===== config.mk =====
export PLATFORM = sky130hd
export DESIGN_NAME = t06_wall_placer_flat
export DESIGN_NICKNAME = d
export VERILOG_FILES = /design/src/rtl/t06_wall_placer_if.sv /design/src/rtl/t06_wall_placer.sv /design/src/flat_wrapper.sv
export SDC_FILE = /design/constraint.sdc
export NUM_CORES = 1
export LEC_CHECK = 0
export CAP_MARGIN = 40
export CORE_MARGIN = 2
export CORE_UTILIZATION = 35
export DETAILED_ROUTE_END_ITERATION = 10
export PLACE_DENSITY = 0.57
export REMOVE_ABC_BUFFERS = 1
export SLEW_MARGIN = 10
export SYNTH_ARGS = -nofsm -noshare
export SYNTH_HDL_FRONTEND = slang
export SYNTH_SLANG_ARGS = --single-unit

===== constraint.sdc =====
create_clock -name clk -period 4.3 [get_ports clk]
set_input_delay 0.43 -clock clk [delete_from_list [all_inputs] [get_ports clk]]
set_output_delay 0.43 -clock clk [all_outputs]
set_load 0.02 [all_outputs]

===== src/rtl/t06_wall_placer_if.sv =====
// Request/result bundle for the wall placer: latched inputs in, wall table and status out.
interface t06_wall_placer_if;
  logic         start;
  logic [4:0]   target_count;
  logic [7:0]   snake_head;
  logic [7:0]   apple;
  logic [199:0] walls;
  logic [4:0]   wall_count;
  logic         busy;
  logic         done;
  logic         aborted;

  modport master (
    output start, target_count, snake_head, apple,
    input  walls, wall_count, busy, done, aborted
  );

  modport slave (
    input  start, target_count, snake_head, apple,
    output walls, wall_count, busy, done, aborted
  );
endinterface


===== src/rtl/t06_wall_placer.sv =====
// Places up to 25 distinct pseudo-random walls, avoiding the snake head and apple,
// using a free-running Galois LFSR as the candidate source.
module t06_wall_placer (
  input  logic               clk,
  input  logic               nRst,
  t06_wall_placer_if.slave   bus
);
  localparam int          SLOTS   = 25;
  localparam logic [7:0]  EMPTY   = 8'hFF;
  localparam logic [4:0]  MAX_TGT = 5'd25;

  typedef enum logic [1:0] {IDLE, CLEAR, GEN, DONE} state_t;

  state_t                  state_q, state_d;
  logic [7:0]              lfsr_q, lfsr_d;
  logic [SLOTS-1:0][7:0]   walls_q, walls_d;
  logic [4:0]              idx_q, idx_d;
  logic [4:0]              tgt_q, tgt_d;
  logic [7:0]              head_q, head_d;
  logic [7:0]              apple_q, apple_d;
  logic [5:0]              rej_q, rej_d;
  logic                    aborted_q, aborted_d;
  logic                    busy_q, busy_d;
  logic                    done_q, done_d;
  logic [SLOTS-1:0]        hit;
  logic                    rej_c;

  assign lfsr_d = {1'b0, lfsr_q[7:1]} ^ (lfsr_q[0] ? 8'hB8 : 8'h00);

  // Only slots already filled this run take part in the duplicate check.
  for (genvar i = 0; i < SLOTS; i++) begin : g_slot
    assign hit[i] = (5'(i) < idx_q) && (walls_q[i] == lfsr_q);
  end

  assign rej_c = (lfsr_q == EMPTY) || (lfsr_q == head_q) || (lfsr_q == apple_q) || (|hit);

  always_comb begin
    state_d   = state_q;
    walls_d   = walls_q;
    idx_d     = idx_q;
    tgt_d     = tgt_q;
    head_d    = head_q;
    apple_d   = apple_q;
    rej_d     = rej_q;
    aborted_d = aborted_q;
    case (state_q)
      IDLE: if (bus.start) begin
        state_d   = CLEAR;
        tgt_d     = (bus.target_count > MAX_TGT) ? MAX_TGT : bus.target_count;
        head_d    = bus.snake_head;
        apple_d   = bus.apple;
        aborted_d = 1'b0;
      end
      CLEAR: begin
        walls_d = '1;
        idx_d   = '0;
        rej_d   = '0;
        state_d = (tgt_q == 5'd0) ? DONE : GEN;
      end
      GEN: if (rej_c) begin
        rej_d = rej_q + 6'd1;
        // 64th consecutive reject gives up, keeping what was placed so far.
        if (rej_q == 6'd63) begin
          state_d   = DONE;
          aborted_d = 1'b1;
        end
      end else begin
        walls_d[idx_q] = lfsr_q;
        idx_d          = idx_q + 5'd1;
        rej_d          = '0;
        if (idx_q + 5'd1 == tgt_q) state_d = DONE;
      end
      DONE:    state_d = IDLE;
      default: state_d = IDLE;
    endcase
  end

  assign busy_d = (state_d == CLEAR) || (state_d == GEN);
  assign done_d = (state_d == DONE);

  always_ff @(posedge clk or negedge nRst) begin
    if (!nRst) begin
      state_q   <= IDLE;
      lfsr_q    <= 8'h01;
      walls_q   <= '1;
      idx_q     <= '0;
      tgt_q     <= '0;
      head_q    <= '0;
      apple_q   <= '0;
      rej_q     <= '0;
      aborted_q <= 1'b0;
      busy_q    <= 1'b0;
      done_q    <= 1'b0;
    end else begin
      state_q   <= state_d;
      lfsr_q    <= lfsr_d;
      walls_q   <= walls_d;
      idx_q     <= idx_d;
      tgt_q     <= tgt_d;
      head_q    <= head_d;
      apple_q   <= apple_d;
      rej_q     <= rej_d;
      aborted_q <= aborted_d;
      busy_q    <= busy_d;
      done_q    <= done_d;
    end
  end

  assign bus.walls      = walls_q;
  assign bus.wall_count = idx_q;
  assign bus.busy       = busy_q;
  assign bus.done       = done_q;
  assign bus.aborted    = aborted_q;
endmodule


===== src/flat_wrapper.sv =====
// flat-port wrapper written by rule: the top's interface ports become plain ports
module t06_wall_placer_flat 
  (clk, nRst, bus_start, bus_target_count, bus_snake_head, bus_apple, bus_walls, bus_wall_count, bus_busy, bus_done, bus_aborted);
  t06_wall_placer_if bus_i ();
  input  logic clk;
  input  logic nRst;
  input wire logic [$bits(bus_i.start)-1:0] bus_start;
  input wire logic [$bits(bus_i.target_count)-1:0] bus_target_count;
  input wire logic [$bits(bus_i.snake_head)-1:0] bus_snake_head;
  input wire logic [$bits(bus_i.apple)-1:0] bus_apple;
  output wire logic [$bits(bus_i.walls)-1:0] bus_walls;
  output wire logic [$bits(bus_i.wall_count)-1:0] bus_wall_count;
  output wire logic [$bits(bus_i.busy)-1:0] bus_busy;
  output wire logic [$bits(bus_i.done)-1:0] bus_done;
  output wire logic [$bits(bus_i.aborted)-1:0] bus_aborted;
  assign bus_i.start = bus_start;
  assign bus_i.target_count = bus_target_count;
  assign bus_i.snake_head = bus_snake_head;
  assign bus_i.apple = bus_apple;
  assign bus_walls = bus_i.walls;
  assign bus_wall_count = bus_i.wall_count;
  assign bus_busy = bus_i.busy;
  assign bus_done = bus_i.done;
  assign bus_aborted = bus_i.aborted;
  t06_wall_placer u_core (.clk(clk), .nRst(nRst), .bus(bus_i));
endmodule

== Word-level counts from Yosys, hierarchy flattened ==
Index checks and enable logic that the tools add are counted.

* Output and inout port bits: 208
* Input bits: 24
* Register bits: 245

* Reduce and logical (&&, ||, !) cells: 38
* $lt $le $gt $ge: 28
* Add/subtract/negate cells: 2
* Mux-type cells: 21
* Equality and inequality tests: 40
* Bitwise gates (word level): 1

{| class="wikitable"
|+ Operator list
! operator !! count
|-
| 200-bit one-hot mux with 2 select lines || 1
|-
| 8-bit equality test || 27
|-
| 200-bit bitwise mux || 1
|-
| 200-bit 2-to-1 mux || 1
|-
| 5-bit < comparator, first input constant || 9
|-
| 8-bit demux with 5-bit select || 1
|-
| 4-bit by 5-bit < comparator with 1-bit output, first input constant || 8
|-
| 1-bit logical AND || 26
|-
| 25-bit OR reduction || 1
|-
| 3-bit by 5-bit < comparator with 1-bit output, first input constant || 4
|-
| 8-bit 2-to-1 mux || 2
|-
| 6-bit one-hot mux with 2 select lines || 1
|-
| 1-bit by 5-bit < comparator with 1-bit output, first input constant || 2
|-
| 2-bit by 5-bit < comparator with 1-bit output, first input constant || 2
|-
| 5-bit 2-to-1 mux || 2
|-
| 5-bit one-hot mux with 2 select lines || 1
|-
| 2-bit equality test, second input constant || 4
|-
| 8-bit equality test, second input constant || 1
|-
| 2-bit 2-to-1 mux || 4
|-
| 2-bit one-hot mux with 4 select lines || 1
|-
| 7-bit by 8-bit bitwise XOR with 8-bit output || 1
|-
| 6-bit by 1-bit adder with 6-bit output, second input constant || 1
|-
| 6-bit equality test, second input constant || 1
|-
| 5-bit by 6-bit < comparator with 1-bit output, second input constant || 1
|-
| other kinds (16) || 27
|}

== Depth between registers and ports, before layout ==
* Depth after elaboration: 8
* Mapped depth: 13

== Worst setup path before layout ==
No wires, ideal clock.

* Path kind: register to register
* From: register u_core.idx_q[0], in the netlist u_core.bus.wall_count[0]
* To: register u_core.busy_q, in the netlist u_core.bus.busy
* Cell stages (with the launch flop): 13
* Data required time: 4,174 ps
* Path slack: 1,140 ps
* Library setup time: 126 ps
* Buffers on the path: 3
* Period minus slack after synthesis: 3,160 ps
* Arrival: 3,034 ps
* Cell sequence: dfrtp_1 > clkbuf_1 > inv_1 > ha_1 > clkbuf_1 > a211oi_1 > nor4_1 > nand4b_1 > or2_1 > buf_2 > o311ai_0 > a2bb2oi_1 > ha_1

* Cells in the longest elaborated chain, start to end: 8

{| class="wikitable"
|+ RTL lines
! what !! line !! RTL
|-
| start: declaration || t06_wall_placer.sv:17 || <nowiki>logic [4:0] idx_q, idx_d;</nowiki>
|-
| start signal: assignment || t06_wall_placer.sv:98 || <nowiki>idx_q <= idx_d;</nowiki>
|-
| 1-bit by 5-bit < comparator with 1-bit output (tied with other cells) || t06_wall_placer.sv:32 || <nowiki>assign hit[i] = (5'(i) < idx_q) && (walls_q[i] == lfsr_q);</nowiki>
|-
| 1-bit logical AND || t06_wall_placer.sv:32 ||
|-
| 25-bit OR reduction || t06_wall_placer.sv:35 || <nowiki>assign rej_c = (lfsr_q == EMPTY) || (lfsr_q == head_q) || (lfsr_q == apple_q) || (|hit);</nowiki>
|-
| 1-bit logical OR || t06_wall_placer.sv:35 ||
|-
| 2-bit 2-to-1 mux (*) || t06_wall_placer.sv:60 || <nowiki>GEN: if (rej_c) begin</nowiki>
|-
| 2-bit one-hot mux with 4 select lines (*) || t06_wall_placer.sv:46 || <nowiki>case (state_q)</nowiki>
|-
| 2-bit by 1-bit equality test with 1-bit output / 2-bit equality test (equally long branches) || t06_wall_placer.sv:78 || <nowiki>assign busy_d = (state_d == CLEAR) || (state_d == GEN);</nowiki>
|-
| 1-bit logical OR (*) || t06_wall_placer.sv:78 ||
|-
| via u_core.busy_d || t06_wall_placer.sv:23 || <nowiki>logic busy_q, busy_d;</nowiki>
|-
| end signal: assignment || t06_wall_placer.sv:104 || <nowiki>busy_q <= busy_d;</nowiki>
|-
| end: declaration || t06_wall_placer.sv:23 ||
|}

The timed path passes the listed nets; every way through them passes the cells marked *.
A chain may end at the register's enable or synchronous reset.

== Final worst setup path ==
* From: register u_core.lfsr_q[7]
* To: register u_core.walls_q (netlist bit u_core.bus.walls[199])

* Cells in the longest elaborated chain, start to end: 6

{| class="wikitable"
|+ RTL lines
! what !! line !! RTL
|-
| start: declaration || t06_wall_placer.sv:15 || <nowiki>logic [7:0] lfsr_q, lfsr_d;</nowiki>
|-
| start signal: assignment || t06_wall_placer.sv:96 || <nowiki>lfsr_q <= lfsr_d;</nowiki>
|-
| 8-bit equality test, on equally long branches || t06_wall_placer.sv:32, t06_wall_placer.sv:35 ||
|-
| 1-bit logical AND / 1-bit logical OR (equally long branches) || t06_wall_placer.sv:32, t06_wall_placer.sv:35 ||
|-
| 25-bit OR reduction / 1-bit logical OR (equally long branches) || t06_wall_placer.sv:35 ||
|-
| 1-bit logical OR || t06_wall_placer.sv:35 ||
|-
| 2-bit inequality test (no line) || - ||
|-
| 2-bit AND reduction (no line) || - ||
|-
| end signal: assignment || t06_wall_placer.sv:97 || <nowiki>walls_q <= walls_d;</nowiki>
|-
| end: declaration || t06_wall_placer.sv:16 || <nowiki>logic [SLOTS-1:0][7:0] walls_q, walls_d;</nowiki>
|}

Parallel ways exist; a longest one is shown, timed or not. The select of a mux whose other input is x is not followed.

==> flow_summary.yaml <==
status:
  status: "complete, no violations"
die:
  die_w_um: 201
  core_area_um2: 38500
  initial_utilization: 0.353
  io_pins: 232
  die_h_um: 201
  num_rows: 72
  die_area_um2: 40400
clock_tree:
  root_buffer: "clkbuf_16"
  cts_buffers: 29
  cts-htree-levels: 1
  clockBufferDepth: 3
  cts_tree: "yes"
  clk_pin_slew_ns: 0.06
  worstSkewPairLatency_ns: 0.57
  cts_sinks: 245
sta:
  layout_setup_ws_ns: 0.345
  rsz0062_at_grt: "false"
  relSlewSlack: 0.325
  setup_violations: 0
  max_freq_mhz: 253
  hold_viol: 0
  tightest_slew_ns: 1.01
  skew_ns: 0.0211
  drv_slew: 0
  fin_crit_ns: 3.95
  fin_crit_sh: 0.920
drt:
  drc_errors: 0
  drt-pass1-iter-count: 5
  wirelength_um: 47500
  viasPerCell: 5.18
  drt_iter0_markers: 694
  wl_per_cell_um: 23.7
  vias: 10379
  drtAntennaViolNets: 0
global_routing:
  busiest_layer: "met2"
  overflow: 0
  grtUsageMet3: 0.0343
  use_met2: 0.378
  grt_pass1_vias: 10641
  grt_first_pass_wirelength_um: 71100
  grt.met1_usage: 0.322
  grt_usage: 0.231
  antenna_found_initial: 0
  grt_max_degree: 188
synth:
  syn_inst: 1250
  netlist_area_um2: 13600
  ys_seq_area_frac: 0.470
  synth_edf_count: 0
  async_flop_share: 1.00
  synth_flop_cell: "dfstp_2"
  yosysUniqueCellTypes: 56
  ys_ff_latch: 245
  synth.avg_cell_area_um2: 10.9
  synth_warnings: 0
layout:
  multi_input_area_um2: 6620
  final_area_um2: 17500
  fill_cells: 3586
  finish.net_count: 1496
  seqCellArea_um2: 6390
  antennaDiodeCount: 0
  drive_above_1_share: 0.238
  syn_to_final_growth_pct: 28.8
critical_path:
  start_kind: "register"
  cp_common_cell: "buf_4"
  r2r_end: "u_core.bus.walls[199]"
  crit_chain: "buf_4, buf_4, xnor2_1, nand4_1, nor3_1, nor4_1, nand4_2, nor3_4, buf_12, and4_1, mux2i_1"
  required_ns: 4.78
  cp-startpoint: "u_core.lfsr_q[7]"
  cp-end-kind: "register"
  cp_max_fo: 29
  r2r_slack_ns: 0.35
  crit_family: "simple AND/OR/NAND/NOR gates"
  worst-path-buf-inv: 3
  cp_data_arrival_time_ns: 4.44
  endpoint: "u_core.bus.walls[199]"
  crit_cells: 11
  cpMaxStageDelayCell: "dfrtp_2"
  reg2reg_depth: 11
  worstSetupPathType: "register to register"
  rr_startpoint: "u_core.lfsr_q[7]"
  slowest_delay_ns: 0.77
place:
  dp_hpwl_um: 32200
  place_area_um2: 16600
  dp_slack_ns: 0.482
  place_congestion: 0.841
  port_buffers: 231
pwr:
  powerDensity_nw_per_um2: 502
  peakVddDrop_mv: 0.478
  p_leak_uw: 0.00735
  power_uw: 8780
min_path:
  hp-class: "input pin to register"
  hold_depth: 2
run:
  drv_cap: 0
[state kept, by name (all words and copies together) (netlist names)]
name,cells
u_core.lfsr_q,8
u_core.bus.aborted,1
u_core.bus.walls,200
u_core.head_q,8
u_core.bus.done,1
u_core.bus.wall_count,5
u_core.tgt_q,5
u_core.rej_q,6
u_core.apple_q,8
u_core.state_q,2
u_core.bus.busy,1
[layout by cell type (no fill, tap or decap), drive strengths merged, types with 19 or more instances in the layout]
master           n
nor2           214
o2bb2ai         19
xor2            64
xnor2          161
clkdlybuf4s50  230
dfrtp           44
nor3            22
mux2            20
nand3           22
buf             47
nand4           43
clkbuf          38
a21oi           28
inv             20
mux2i          187
nor4            22
dfstp          201
[cells in the mapped netlist, drive strengths merged, types with 3 or more instances]
cell | number | area (um^2)
a211oi | 5 | 37.5
a21oi | 28 | 140
a22o | 3 | 26.3
a31oi | 3 | 18.8
and2 | 3 | 18.8
and3 | 7 | 43.8
and4 | 3 | 26.3
buf | 40 | 314
clkbuf | 56 | 215
dfrtp | 44 | 1100
dfstp | 201 | 5280
ha | 9 | 113
inv | 19 | 71.3
mux2 | 20 | 225
mux2i | 187 | 1870
nand2 | 13 | 48.8
nand3 | 22 | 188
nand4 | 43 | 307
nor2 | 214 | 803
nor3 | 22 | 138
nor4 | 22 | 138
o211ai | 6 | 45.0
o21ai | 10 | 50.1
o2bb2ai | 19 | 166
or2 | 3 | 18.8
xnor2 | 161 | 1410
xor2 | 64 | 561
[worst min path at each step]
stage	slack, ns	to	startpoint
after floorplan	0.13	u_core.apple_q[0]	nRst
after global placement	0.50	u_core.rej_q[3]	u_core.rej_q[3]
after detailed placement	0.51	u_core.rej_q[3]	u_core.rej_q[3]
after CTS	0.48	u_core.apple_q[7]	bus_apple[7]
after global routing	0.50	u_core.apple_q[7]	bus_apple[7]
final	0.49	u_core.apple_q[7]	bus_apple[7]
[metrics by stage]
stage / utilization / hold slack [ns] / instances / TNS, ns
2_1_floorplan: - / 0.134 / 1154 / -568.36
3_3_place_gp: 0.427 / 0.501 / 1944 / 0
3_5_place_dp: 0.430 / 0.508 / 1949 / 0
4_1_cts: 0.455 / 0.484 / 2004 / 0
5_1_grt: 0.455 / 0.496 / 2004 / 0
6_report: 0.455 / 0.492 / 2004 / 0
[metal layers]
layer  part of all wire  wire [um]  up-vias
li1                   -          -     4684
met1               0.44      21100     5277
met2               0.48      22600      346
met3              0.056       2670       72
met4              0.024       1140        0
met5                  0          0        -
[cell families (layout without fill, tap and decap cells)]
group           Yosys count  after routing  synth area share
compound gates           90             90            0.0462
xor+xnor                225            225             0.145
fa+ha+maj                 9              9           0.00829
buf+inv                 115            351            0.0442
flops                   245            245             0.470
mux                     207            207             0.154
simple gates            359            359             0.132
[power by group]
part | internal (uW) | total [uW] | switching (uW)
clock network | 1400 | 2440 | 1040
registers | 2900 | 3380 | 476
logic | 1280 | 2960 | 1680
total | 5580 | 8780 | 3200
[final cells by class]
type	instances	share of cell area
clock buffers	38	0.0468
flip-flops and latches	245	0.365
multi-input cells	890	0.378
well taps	518	0.0370
repair buffers	278	0.162
clock inverters	16	0.00665
inverters	19	0.00407
[timing repair]
action                    CTS  global route
gates resized for setup     0             0
hold endpoints to repair   18             0
hold buffers                1             0
buffers inserted            0             0
No activity file was read; power rests on OpenSTA's default activity.
